[src/rtl/alu_arbiter.sv]
// Purpose: two-requester front end to one shared combinational ALU. Tie-break is fixed priority by
//          default; define ALU_ARB_RR_EN for round-robin.
// Latency: 2 cycles from accept to respN_valid, one operation at a time, at least 3 cycles per operation.
// Backpressure: a result waits in RESP until its owner's resp ready; both request readys stay low meanwhile.
module alu_arbiter #(
  parameter int NREQ = 2
) (
  input  logic        clk,
  input  logic        rst,
  input  logic        req0_valid,
  output logic        req0_ready,
  input  logic [31:0] req0_a,
  input  logic [31:0] req0_b,
  input  logic [3:0]  req0_op,
  input  logic        req1_valid,
  output logic        req1_ready,
  input  logic [31:0] req1_a,
  input  logic [31:0] req1_b,
  input  logic [3:0]  req1_op,
  output logic        resp0_valid,
  input  logic        resp0_ready,
  output logic        resp1_valid,
  input  logic        resp1_ready,
  output logic [31:0] resp_out,
  output logic        resp_zero,
  output logic [31:0] alu_a,
  output logic [31:0] alu_b,
  output logic [3:0]  alu_op,
  input  logic [31:0] alu_out,
  input  logic        alu_zero
);

  // The two-port wiring below only makes sense for exactly two requesters.
  if (NREQ != 2) begin : g_nreq_check
    $error("alu_arbiter supports NREQ == 2 only");
  end

  typedef enum logic [1:0] {IDLE, EXEC, RESP} state_t;

  state_t      state, state_nxt;
  logic [31:0] a_q, b_q;
  logic [3:0]  op_q;
  logic        owner_q;
  logic [31:0] res_q;
  logic        zero_q;
  logic        grant0, grant1;
  logic        acc, acc_id;

`ifdef ALU_ARB_RR_EN
  // Requester that wins the next tie; starts at 0 so requester 0 wins first.
  logic prio_q;

  // Round-robin grant: on a tie the requester named by prio_q wins.
  always_comb begin
    grant0 = 1'b0;
    grant1 = 1'b0;
    grant1 = req1_valid & (~req0_valid | prio_q);
    grant0 = req0_valid & ~grant1;
  end

  // After every accept the other requester gets priority.
  always_ff @(posedge clk) begin
    if (rst)      prio_q <= 1'b0;
    else if (acc) prio_q <= ~acc_id;
  end
`else
  // Fixed-priority grant: requester 0 always wins a tie.
  always_comb begin
    grant0 = 1'b0;
    grant1 = 1'b0;
    grant0 = req0_valid;
    grant1 = req1_valid & ~req0_valid;
  end
`endif

  assign req0_ready = (state == IDLE) & ~rst & grant0;
  assign req1_ready = (state == IDLE) & ~rst & grant1;
  assign acc        = (req0_valid & req0_ready) | (req1_valid & req1_ready);
  assign acc_id     = req1_ready;

  assign resp0_valid = (state == RESP) & ~owner_q;
  assign resp1_valid = (state == RESP) &  owner_q;
  assign resp_out    = res_q;
  assign resp_zero   = zero_q;

  // The ALU sees the latched operands at all times, so its inputs move only on accept.
  assign alu_a  = a_q;
  assign alu_b  = b_q;
  assign alu_op = op_q;

  // Next-state: accept starts EXEC, EXEC always lasts one cycle, RESP waits for the owner.
  always_comb begin
    state_nxt = state;
    case (state)
      IDLE:    if (acc) state_nxt = EXEC;
      EXEC:    state_nxt = RESP;
      RESP:    if (owner_q ? resp1_ready : resp0_ready) state_nxt = IDLE;
      default: state_nxt = IDLE;
    endcase
  end

  // State register; reset abandons any operation in flight.
  always_ff @(posedge clk) begin
    if (rst) state <= IDLE;
    else     state <= state_nxt;
  end

  // Operand latch on accept and result capture at the end of EXEC.
  always_ff @(posedge clk) begin
    if (rst) begin
      a_q     <= '0;
      b_q     <= '0;
      op_q    <= '0;
      owner_q <= 1'b0;
      res_q   <= '0;
      zero_q  <= 1'b0;
    end else begin
      if (acc) begin
        a_q     <= acc_id ? req1_a  : req0_a;
        b_q     <= acc_id ? req1_b  : req0_b;
        op_q    <= acc_id ? req1_op : req0_op;
        owner_q <= acc_id;
      end
      if (state == EXEC) begin
        res_q  <= alu_out;
        zero_q <= alu_zero;
      end
    end
  end

endmodule

[config.mk]
export PLATFORM = sky130hd
export DESIGN_NAME = alu_arbiter
export DESIGN_NICKNAME = d
export VERILOG_FILES = /design/src/rtl/alu_arbiter.sv
export SDC_FILE = /design/constraint.sdc
export NUM_CORES = 1
export LEC_CHECK = 0
export ABC_AREA = 1
export ABC_CLOCK_PERIOD_IN_PS = 2000
export CAP_MARGIN = 20
export CORE_ASPECT_RATIO = 1.4
export CORE_MARGIN = 2
export CORE_UTILIZATION = 26
export CTS_BUF_LIST = sky130_fd_sc_hd__clkbuf_8
export DETAILED_ROUTE_END_ITERATION = 8
export PLACE_DENSITY = 0.56
export SLEW_MARGIN = 30
export SYNTH_ARGS = -nofsm -noshare
export SYNTH_HDL_FRONTEND = slang
export SYNTH_SLANG_ARGS = --single-unit
[constraint.sdc]
create_clock -name clk -period 2 [get_ports clk]
set_input_delay 0.4 -clock clk [delete_from_list [all_inputs] [get_ports clk]]
set_output_delay 0.4 -clock clk [all_outputs]
set_load 0.01 [all_outputs]
# --- Yosys cells after proc, flatten, opt, wreduce, memory -nomap -nowiden ---
# Cells that the tools add are included.
totals:
  regBits: 104
  out_inout_bits: 105
classes:
  eq_ne: 4
  mux: 7
  bitwise_logic: 12
  reduce_logical: 2
op_table:
  columns: ["op", "count"]
  rows:
  - ["two-way mux 32 bit", 2]
  - ["AND 1 bit", 8]
  - ["one-hot mux 2 bit (3 select lines)", 1]
  - ["two-way mux 2 bit", 2]
  - ["two-way mux 4 bit", 1]
  - ["NOT 1 bit", 3]
  - ["== test 2 x 1 -> 1 bit (second input constant)", 1]
  - ["== test 2 bit (second input constant)", 1]
  - ["zero test 2 bit", 1]
  - ["inequality test 2 x 1 -> 1 bit (second input constant)", 1]
  - ["inequality test 2 bit (second input constant)", 1]
  - ["AND reduction 2 bit", 1]
  - ["two-way mux 1 bit", 1]
  - ["bitwise OR 1 bit", 1]

# --- Logic depth before layout (Yosys ltp) ---
# Gate-level depths: netlist (run 1).
depth:
  depth_word: 7
  ltp_mapped: 8
  ltp_nobuf: 6

# --- Worst setup path before layout (run 1) ---
# OpenSTA, ideal clock, no wires.
synth_path:
  path_type: "input port to output port"
  startpoint: "input rst"
  endpoint: "output req1_ready"
  t_arrival_ns: 1.246
  t_required_ns: 1.600
  setup_slack_ns: 0.354
  path_stages: 6
  path_cell_list: "buf_2 -> inv_2 -> nand3_1 -> buf_2 -> clkbuf_1 -> inv_1"
synth_via:
  elab_chain_len: 3
synth_lines:
  columns: ["element", "line", "rtl"]
  rows:
  - ["from (decl)", "9", "input logic rst,"]
  - ["NOT 1 bit", "77", "assign req1_ready = (state == IDLE) & ~rst & grant1;"]
  - ["AND 1 bit (2 in series)", "77", null]
  - ["to (decl)", "16", "output logic req1_ready,"]
# No other way between the ends.

# --- Worst setup path in the final report (run 1) ---
layout_path:
  startpoint: "input req1_valid"
  endpoint: "output req1_ready"
layout_via:
  elab_chain_len: 2
layout_lines:
  columns: ["element", "line", "rtl"]
  rows:
  - ["from (decl)", "15", "input logic req1_valid,"]
  - ["AND 1 bit", "72", "grant1 = req1_valid & ~req0_valid;"]
  - ["AND 1 bit", "77", null]
# No other way between the ends.

==> results of run 1 <==
[power breakdown]
group | internal [W] | switching [W] | leakage [nW] | total (W)
combinational | 0.000797 | 0.000724 | 2.69 | 0.00152
clock | 0.000606 | 0.000832 | 0.100 | 0.00144
sequential | 0.00224 | 0.0000842 | 0.853 | 0.00233
total | 0.00365 | 0.00164 | 3.64 | 0.00529
[cell families (layout without fill, tap and decap cells)]
logic type,after synthesis,in the layout,share of synthesized area
AO/OA/AOI/OAI,104,104,0.1031
flip-flops,104,104,0.4076
AND/OR/NAND/NOR,350,350,0.3268
other,0,1,0
buffers and inverters,212,456,0.1624
[worst reg2reg max path: stages (launching register included)]
cell	delay (ps)
dfxtp_1	390
nor2_4	80
nand3_2	80
buf_4	610
nand3_1	230
a21oi_1	180
[cell usage in the layout (no fill, tap or decap), types with 2 or more instances in the layout]
cell | synthesis | routed
clkdlybuf4s50_1 | 0 | 273
inv_1 | 141 | 141
nand3_1 | 138 | 136
dfxtp_1 | 104 | 103
nand2_1 | 70 | 70
nor2_1 | 70 | 69
a21oi_1 | 69 | 69
nand4_1 | 68 | 68
o21ai_0 | 33 | 33
buf_4 | 2 | 11
clkbuf_8 | 0 | 9
buf_12 | 0 | 6
dlygate4sd2_1 | 0 | 5
inv_2 | 3 | 2
nor2_4 | 1 | 2
nor3_1 | 2 | 2
inv_6 | 0 | 2
clkinvlp_4 | 0 | 2
inv_8 | 0 | 2
[final cells by class]
| cell class | instances | area share |
|---|---|---|
| antenna | 1 | 0.0002994 |
| clock buffer | 9 | 0.01482 |
| clock inverter | 7 | 0.01018 |
| inverter | 144 | 0.06481 |
| multi-input combinational | 454 | 0.2666 |
| sequential | 104 | 0.2492 |
| tap | 248 | 0.03712 |
| timing repair buffer | 296 | 0.3570 |
[per-stage QoR]
stage | hold WS [ps] | cell area, µm² | utilization
4_1_cts | 490.7 | 8357 | 0.4348
2_1_floorplan | 494.0 | 5107 | -
3_5_place_dp | 475.3 | 8145 | 0.4238
3_3_place_gp | 469.9 | 8145 | 0.4238
5_1_grt | 505.7 | 8357 | 0.4348
6_report | 486.8 | 8359 | 0.4350
[timing repair]
item | 4_1_cts | 5_1_grt
buffers inserted | 1 | 0
gates resized for setup | 6 | 0
setup endpoints to repair | 4 | 0
[routing by layer]
layer,global-route usage,part of all wire
met1,0.2124,0.39
met2,0.3295,0.52
met3,0.04993,0.072
met4,0.04598,0.014
met5,0,0
[final timing paths]
check	to	slack, ps	cells after the start
setup / recovery	req1_ready	150	6
hold / removal	alu_b[23]	490	2
setup reg to reg	alu_a[7]	370	5
hold reg to reg	alu_b[23]	490	2
[flip-flops by register name, summed over array words and instances (netlist names)]
name	cells
resp_out	32
state	2
alu_b	32
resp_zero	1
alu_a	32
alu_op	4
owner_q	1
==> summary.md, run 1 <==
The run gives 280 as the number of placed I/O pins. The number of buffers and inverters on the critical path is 4. In this run, placement finished with an instance count of 1245. The count of pins over their slew limit is 0, and the worst setup slack after placement is -168.3 ps. The worst setup path is of the in2out kind. The fraction of final layout cells with drive strength greater than 1 is 0.04339.

The run gives 5582 as the via count of the first global-routing pass. The number of different library cells used by synthesis comes to 18. The worst max-slew margin expressed relative to the limit was 0.4415; the final-stage net count was 1184.

Count of fill cells added during filler insertion: 2031. Clock skew on the completed layout was measured at 12.97 ps. The area growth from synthesis to layout is 63.67%. The commonest cells after synthesis are inv_1 (141), nand3_1 (138), dfxtp_1 (104). Across the VDD grid, the largest voltage drop is 0.0003936 V. The logs give 1263 for the number of cells in the finished layout apart from fillers and 5883 for the number of vias in the routed layout. After the first detailed-routing iteration, the DRC count stood at 329.

At the end of routability-driven placement, the weighted congestion stood at 0.7536. The number of vias per cell after detailed routing was 4.658; the clock buffer count from CTS was 9. Data on the critical path arrives at its endpoint at 1450 ps. The flow ran to the end, and the final reports show no timing, DRC or antenna violations.

Summing every instance area after synthesis gives 5107 µm². The portion of synthesized cell area occupied by the leading cell type works out to 0.4076. The tree is rooted in a clkbuf_8. The run gives 0.1833 as the total global-route track usage. The later pin in the worst-skew pair is clocked with a latency of 390 ps. The total grt overflow was 0; the detailed placer's ending HPWL was 13.14 mm. Setup repair after global routing left no endpoint under its margin. Top cell family by delay on the critical path: buffers and inverters. Setup violations remaining at the end of the flow were counted as 0.

Subtracting the final worst setup slack from the clock period gives 1850 ps. The leading cell type by number of instances after synthesis is inv_1. CTS saw 104 sinks.

Class of the most critical hold timing path: reg2reg. For this design, the CTS-stage hold fixing added 0 buffers. The worst min-delay path startpoint was alu_b[23]. Timing would allow up to 0.5406 GHz.

Maximum number of pins on one net before global-route repair: 80. The H-tree was split into 3 levels. Setup slack closes at 150.2 ps.

The final number of hold-violating endpoints is 0. The signal on the critical path passes through clkdlybuf4s50_1 > inv_2 > nor2_4 > nand3_4 > inv_1 > dlygate4sd2_1. Maximum fanout along the worst path: 2.

Once detail routing completed, the nets flagged for antenna violations numbered 0. The global-route wire length before repair is 30.19 mm, and the number of register bits inferred by synthesis is 104. After detailed routing, the number of remaining DRC violations is 0. The synthesized area divided by synthesized cell count came out at 6.633 µm². The slowest stage cell on the critical path was clkdlybuf4s50_1. Period utilization: 0.9249. TritonCTS built the clock tree. The tools report the kind of end point of the critical path as an output pin. Synthesis produced a netlist with a net count of 945. The clock slew seen by the registers of the worst setup and hold paths is 110 ps. The run gives 0.4076 as the sequential share of the synthesized area. The core box area was 19220 µm².

Most frequently used flop master after synthesis: dfxtp_1. The die covers 20800 µm². The run gives 2 as the worst-case clock buffer depth.

After detailed routing, the average wire length per cell comes to 15.68 µm. The aggregate routed wire length was 19.80 mm. STA classifies the critical path startpoint as an input port. In the final layout, flip-flops and latches occupy 2083 µm².

For this design the static power due to leakage is 3.642 nW. Vertical die dimension: 169.8 µm. For this run, the slowest stage of the critical path takes 470 ps.

The design draws 0.005286 W. After floorplanning, the core was divided into 60 placement rows. At the pin with the least slew margin, the transition time is 837.7 ps. The multi-input combinational cells in the finished layout cover a total of 2228 µm². The initial antenna violation count was 1. Setup TNS: 0 ps. Tracing the worst setup path back leads to its startpoint at req1_valid. The launch point of the worst reg-to-reg path was state[0]. Yosys printed 0 warnings.

Power spread over the standard cell area amounts to 632.4 nW/µm². The count of buffers added on input and output ports is 279. The run gives 1600 ps as the required time at the endpoint of the critical path. The cell count after synthesis came out at 770.

The fraction of synthesis flops using an asynchronous set or reset pin is 0, and the count of TritonRoute iterations in the first routing pass is 4. The width of the chip works out to 122.5 µm. The cell taking the most area after synthesis was dfxtp_1. Yosys mapped a number of flops with a built-in enable equal to 0.

For the max-capacitance violation count, the log shows 0. In the post-synthesis netlist, the biggest area contributors are dfxtp_1 (41%), nand3_1 (14%), inv_1 (10%). For the starting utilization of the core area, the log shows 0.2658.
Power figures use the tool's default switching activity.
==> run 2: changes to the inputs <==
Settings changed: PLACE_DENSITY 0.56 to 0.64.
==> summary.md, run 2 (synthesis gave the netlist of run 1 again) <==
The floorplan die area was 20800 µm² (unchanged); the cell depth of the worst hold path was 2 (unchanged). For the worst hold slack after final layout, the log shows 487.9 ps (+1.077 ps). Leaving out fill and tap cells, the most frequent cell in the layout is clkdlybuf4s50_1. The aggregate routed wire length is 19.22 mm (-3.0%), and the slew of the pin with the lowest slew margin is 840.6 ps (+2.897 ps). Worst-case reg-to-reg path depth: 7 (+2). The count of pins over their slew limit is 0 (unchanged).

The tools report the depth of the CTS H-tree as 3 (unchanged). For the number of placed I/O pins, the log shows 280 (unchanged). The tools report the via count of the first global-routing pass as 5392 (-3.4%). Startpoint-to-endpoint class of the critical path: in2out.

The class of the most critical hold timing path was reg2reg. The starting utilization of the core area was 0.2658 (unchanged); the max-capacitance violation count was 0 (unchanged). For the number of vias in the routed layout, the log shows 5883 (unchanged). Count of buffers from port buffering: 279 (unchanged).

The maximum number of pins on one net before global-route repair was 80 (unchanged); the shortest period the worst path allows was 1882 ps (+32.24 ps). The final-stage net count is 1185 (+0.084%). The required time at the endpoint of the critical path is 1600 ps (about the same). The tree is rooted in a clkbuf_8.

For the count of fill cells added during filler insertion, the log shows 2061 (+1.5%). The routability-driven placement congestion ratio was 0.8202 (+8.8%); the residual antenna-violating net count after detailed routing was 0 (unchanged). The run gives 0.003508 W (-3.8%) as the cell-internal power. The logs give 0 (unchanged) for the post-detailed-route DRC marker count and 0.4324 (-0.002539) for the utilization after layout.

STA classifies the critical path endpoint as an output pin. The capture point of the worst reg-to-reg path was alu_a[25]. The critical path goes through clkdlybuf4s50_1 > inv_2 > nor2_4 > nand3_4 > inv_1 > dlygate4sd2_1.

The number of cell rows is 60 (unchanged), and the delay of the slowest critical-path stage is 470 ps (about the same). The leakage power of the design is 3.613 nW (-0.78%), and the clock insertion delay at the later pin of the skew report is 380 ps (about the same). The hold buffer count at CTS came out at 0 (unchanged). The tools report the initial antenna violation count as 2 (+1).

For the total grt overflow, the log shows 0 (unchanged). For the worst clock skew, the log shows 13.63 ps (+0.6597 ps). The worst min-delay path startpoint is alu_b[0]. The width of the chip was 122.5 µm (unchanged). For the global-route wire length before repair, the log shows 29.68 mm (-1.7%). The run gives 0.4396 (-0.001931) as the worst max-slew margin expressed relative to the limit. Maximum vdd ir drop: 0.0004200 V (+6.7%).

The period utilization is 0.9410 (+0.01612), and the clock power share is 0.254 (-0.018). The buffer count from post-CTS setup fixing came out at 0 (-1). The top cell types in the final layout, fill and taps aside, are clkdlybuf4s50_1 (273), inv_1 (141), nand3_1 (136), dfxtp_1 (103), nand2_1 (70). The area growth from synthesis to layout is 62.71%. The switching power is 0.001626 W (-0.84%), and the total setup violations reported at the end of the flow is 0 (unchanged). The switching fraction of total power came out at 0.3167 (+0.006480). Detail-routed net length per standard cell: 15.19 µm (-3.1%). Grouping stages by cell kind, the critical path spends the most delay in buffers and inverters.

The maximum achievable frequency came out at 0.5313 GHz (-1.7%). The fraction of final layout cells with drive strength greater than 1 was 0.04433 (+0.0009425). The tools report the launch point of the worst reg-to-reg path as state[1]. The logs give 0.454 (+0.014) for the share of power burned in registers and 5 (+1) for the count of TritonRoute iterations in the first routing pass. For the clock buffer count from CTS, the log shows 9 (unchanged).

The run gives 19220 µm² (unchanged) as the core box area. The clock slew seen by the registers of the worst setup and hold paths is 110 ps (about the same), and the worst endpoint data arrival time is 1480 ps (+30 ps). The slack of the worst reg-to-reg path was 230 ps (-140 ps); the count of buffering cells on the critical path with inverters included was 4 (unchanged). The run gives 0.1805 (-0.002770) as the total global-route track usage.

Detailed placer's ending HPWL: 13.09 mm (-0.37%). For hold timing, the worst endpoint is alu_b[0]. STA classifies the critical path startpoint as an input port. The run finished with clean final reports. Setup repair after global routing left no endpoint under its margin. The worst-case clock buffer depth is 2 (unchanged). The slowest stage of the critical path is the clkdlybuf4s50_1 cell.

The logs give 0 (unchanged) for the final number of hold-violating endpoints and 104 (unchanged) for the number of clock sinks. The power per standard cell area was 617.8 nW/µm² (-2.3%); the vertical die dimension was 169.8 µm (unchanged). The run gives 6 (unchanged) as the post-cts repair resize count. TritonCTS built the clock tree. The run gives 0.292 (+0.004) as the power share of the combinational group. The number of vias per cell after detailed routing is 4.651 (-0.16%), and the maximum fanout along the worst path is 2 (unchanged). The tools report the iteration-0 DRC count of the detailed router as 288 (-12%).
-- run 2: cell types whose count changed in the layout (fill, tap and decap cells not counted), sizes merged --
cell / change
buf: +1
bufinv: -1
clkinvlp: +2
diode: +1
inv: -1
-- run 2: cell type report --
type / count / area [µm²] / area share
flip-flops and latches: 104 / 2083 / 0.2507
diodes: 2 / 5.005 / 0.0006022
repair buffers: 297 / 2954 / 0.3555
clock buffers: 9 / 123.9 / 0.01491
well taps: 248 / 310.3 / 0.03734
inverters: 144 / 541.8 / 0.06519
clock inverters: 7 / 63.81 / 0.007678
multi-input cells: 454 / 2228 / 0.2681
-- run 2: how the worst max path moves through the flow --
| stage | from | end | slack (ps) | cells after the start |
|---|---|---|---|---|
| 2_1_floorplan | rst | req1_ready | 350 | 6 |
| 3_3_place_gp | req0_valid | req1_ready | -250 | 5 |
| 3_5_place_dp | req0_valid | req1_ready | -230 | 5 |
| 4_1_cts | req1_valid | req1_ready | 80 | 6 |
| 5_1_grt | req1_valid | req1_ready | 10 | 6 |
| 6_report | req1_valid | req1_ready | 120 | 6 |
-- run 2: stage by stage --
step	setup slack, ps	cells	setup TNS, ps	cell area (µm²)	total power, W
final	118.0	1265	0	8310	0.005135
after global routing	14.96	1263	0	8305	0.005451
after CTS	78.09	1263	0	8305	0.005232
after detailed placement	-229.9	1247	-7899	8123	0.003895
after global placement	-248.5	1247	-7912	8123	0.003885
after floorplan	354.1	770	0	5107	0.003010
-- run 2: power by group through the flow --
stage	registers, W	clock network, W	logic [W]
2_1_floorplan	0.00245	0	0.000560
3_3_place_gp	0.00237	0	0.00151
3_5_place_dp	0.00238	0	0.00152
4_1_cts	0.00233	0.00138	0.00152
5_1_grt	0.00235	0.00146	0.00164
6_report	0.00233	0.00131	0.00150
-- run 2: tightest hold or removal path, cell delays in order (launching register included) --
cell and delay [ps]:
dfxtp_1 330, nand3_1 70, a21oi_1 60
-- run 2: layer usage --
layer,share of wire,routed length (µm),global-route usage,vias up
li1,-,-,-,2975
met1,0.40,7627,0.2187,2684
met2,0.51,9754,0.3080,208
met3,0.078,1493,0.05127,16
met4,0.018,341,0.05297,0
met5,0,0,0,-
==> run 3: changes to the inputs <==
Settings changed: ABC_AREA 1 to unset, CAP_MARGIN 20 to unset, PLACE_DENSITY 0.64 to 0.67.
==> summary.md, run 3 <==
The run finished, with violations left. The final reports fail on DRC. For the total global-route track usage, the log shows 0.1633 (-0.01726). The placed cell count was 916 (-27%).

For the sequential share of the synthesized area, the log shows 0.4793 (+0.07162). The run gives 0 (-2) as the count of inserted antenna diode cells. The xor/xnor share of the synthesized area is 0 (unchanged). The period utilization is 0.9478 (+0.006749). The starting utilization of the core area is 0.2675 (+0.001733).

The via count of the first global-routing pass is 4287 (-20%). The worst setup path is launched from a flop. The synthesized area divided by synthesized cell count came out at 9.165 µm² (+38%). The total grt overflow was 0 (unchanged). The tools report the number of distinct library cells after synthesis as 23 (+5). The commonest cells after synthesis are dfxtp_1 (104), inv_1 (69), o22ai_1 (68). The library cell used most frequently in the layout, excluding fill and tap cells, is clkdlybuf4s50_1. The number of warnings issued by yosys was 0 (unchanged).

The clock insertion delay at the later pin of the skew report was 380 ps (about the same); the clock slew seen by the registers of the worst setup and hold paths was 90 ps (-20 ps). The count of pins over their slew limit was 0 (unchanged); the switching power was 0.001599 W (-1.7%). The detail-routed net length per standard cell was 16.10 µm (+6.0%). The number of flops mapped to enable cells by yosys was 0 (unchanged); the required time at the endpoint of the critical path was 1600 ps (about the same). The startpoint-to-endpoint class of the critical path was reg2out.

The vertical die dimension is 156.9 µm (-7.6%), and the fraction of final layout cells with drive strength greater than 1 is 0.09128 (+0.04695). The clock power share was 0.272 (+0.018); the count of buffers from port buffering was 279 (unchanged). The worst endpoint data arrival time was 1500 ps (+20 ps). The class of the most critical hold timing path is in2reg. For the share of power burned in registers, the log shows 0.433 (-0.021).

By area, the combinational part of the netlist is dominated by compound AO/OA/AOI/OAI gates. The run gives 21.29 ps (+7.666 ps) as the worst clock skew. Kind of end point of the critical path: an output pin. Total setup violations reported at the end of the flow: 0 (unchanged).

The tree is rooted in a clkbuf_8. The share of synthesized area spent on multiplexers is 0.002304 (+0.002304), and the iteration-0 DRC count of the detailed router is 227 (-21%). The run gives 3 (unchanged) as the depth of the CTS H-tree. The worst max-slew margin expressed relative to the limit came out at 0.5382 (+0.09867). The routability-driven placement congestion ratio came out at 0.7488 (-8.7%).

The final number of hold-violating endpoints came out at 0 (unchanged). The run gives 104.5 ps (-13.50 ps) as the worst-case setup margin in the final layout. The count of fill cells added during filler insertion was 1562 (-24%). The area fraction in compound gates after synthesis works out to 0.3200 (+0.2169). Summed over all instances, the cell type with the most area after synthesis is dfxtp_1. Count of TritonRoute iterations in the first routing pass: 6 (+1).

The hold buffer count at CTS was 0 (unchanged). In the synthesized netlist the dominant register cell turns out to be dfxtp_1. The maximum fanout along the worst path is 7 (+5). The global-route wire length before repair was 22.99 mm (-23%). The slew of the pin with the lowest slew margin was 692.6 ps (-148.0 ps); the number of vias in the routed layout was 4412 (-25%). The power share of the combinational group is 0.295 (+0.003). The portion of synthesized cell area occupied by the leading cell type was 0.4793 (+0.07162); the maximum achievable frequency was 0.5276 GHz (-0.71%). The width of the chip was 113.2 µm (-7.5%). Compared with the post-synthesis result, the final layout area differs by 73.76%. The setup TNS was 0 ps (unchanged); the simple-gate share of the synthesized area was 0.07604 (-0.2508). Worst-case clock buffer depth: 2 (unchanged). The fraction of synthesis flops using an asynchronous set or reset pin was 0 (unchanged); the number of cells in the finished layout apart from fillers was 933 (-26%). The tools report the post-synthesis cell count as 474 (-38%). The number of clock sinks was 104 (unchanged). Maximum number of pins on one net before global-route repair: 70 (-13%). The post-detailed-route DRC marker count was 17 (+17).

The run gives 9 (unchanged) as the clock buffer count from CTS. The tools report the utilization after layout as 0.4648 (+0.03237). Leading cell type by number of instances after synthesis: dfxtp_1. The number of placed I/O pins came out at 280 (unchanged). Yosys attributes the largest share of cell area to dfxtp_1 (48%), a221oi_2 (10%), o22ai_1 (9.8%). The tools report the final standard cell area without fillers as 7548 µm² (-9.2%). Initial antenna violation count: 0 (-2).

The shortest period the worst path allows came out at 1896 ps (+13.50 ps). TritonCTS built the clock tree. The max-capacitance violation count was 0 (unchanged); the aggregate routed wire length was 15.03 mm (-22%).

Number of register bits inferred by synthesis: 104 (unchanged). The tools report the net count after synthesis as 649 (-31%). The final-stage net count came out at 904 (-24%). Standard cell area after detailed placement: 7312 µm² (-10%). The detailed placer's ending HPWL was 10.56 mm (-19%).

The core box area was 16240 µm² (-15%). For the leakage power of the design, the log shows 2.800 nW (-23%). Setup repair after global routing left no endpoint under its margin. The logs give 55 (-8.3%) for the number of cell rows and 4344 µm² (-15%) for the post-synthesis cell area.

Leaving out fill and tap cells, the most frequent cells in the layout are clkdlybuf4s50_1 (275), dfxtp_1 (102), o22ai_1 (68), inv_1 (68), nand2_1 (67). The worst setup slack after placement was 14.76 ps (+244.7 ps); the floorplan die area was 17770 µm² (-15%). The power per standard cell area is 735.3 nW/µm² (+19%). The maximum vdd ir drop came out at 0.0003733 V (-11%). Post-synthesis adder-cell area fraction: 0 (unchanged). The residual antenna-violating net count after detailed routing is 0 (unchanged). The cell-internal power was 0.003951 W (+13%); the switching fraction of total power was 0.2882 (-0.02857). The number of vias per cell after detailed routing works out to 4.729 (+1.7%).
==> run 3: power by group through the flow <==
stage | Clock (W) | Sequential [W] | Combinational, W
detailed placement | 0 | 0.00245 | 0.00166
global route | 0.00165 | 0.00243 | 0.00176
CTS | 0.00157 | 0.00241 | 0.00166
floorplan | 0 | 0.00255 | 0.000609
finish | 0.00151 | 0.00240 | 0.00164
global placement | 0 | 0.00245 | 0.00165
==> run 3: path summary, 6_finish.rpt <==
path                                  start          end  slack [ps]  depth (start not counted)
worst min register to register  resp_out[0]  resp_out[0]         460                          2
worst min-delay path                    rst      owner_q         360                          4
worst max-delay path               state[0]  resp1_valid         100                          2
worst max register to register     state[0]     alu_a[8]         600                          4
==> run 3: cells by family after synthesis <==
logic type,after synthesis
DFF,104
and+or+nand+nor,78
buffers and inverters,118
AOI/OAI and AO/OA,173
muxes,1
==> run 3: per-layer routing <==
metal,part of all wire,vias up,track usage
li1,-,2221,-
met1,0.39,2022,0.1935
met2,0.52,149,0.2846
met3,0.064,20,0.04159
met4,0.020,0,0.05865
met5,0,-,0
==> run 3: final cells by class <==
class                           instances  area [µm²]  share of cell area
Clock buffer                            9       123.9             0.01641
Clock inverter                          7       100.1             0.01326
Inverter                               69       259.0             0.03431
Multi-Input combinational cell        252        1747              0.2314
Sequential cell                       104        2087              0.2765
Tap cell                              199       249.0             0.03299
Timing Repair Buffer                  293        2983              0.3952
==> run 3: timing repair <==
item,4_1_cts,5_1_grt
endpoints found under the setup margin,4,2
gates resized for setup,4,2
setup buffers,1,0
pin swaps,1,0
hold endpoints to repair,0,0
==> run 3: per-stage QoR <==
step | power [W] | hold WS, ps
after floorplan | 0.003157 | 480.5
after global placement | 0.004093 | 440.4
after detailed placement | 0.004108 | 447.2
after CTS | 0.005643 | 326.5
after global routing | 0.005848 | 337.3
final | 0.005550 | 358.1
==> run 3: critical path: stages (launching register included) <==
cell             delay (ps)
dfxtp_2                 370
and3b_1                 220
clkdlybuf4s50_1         540
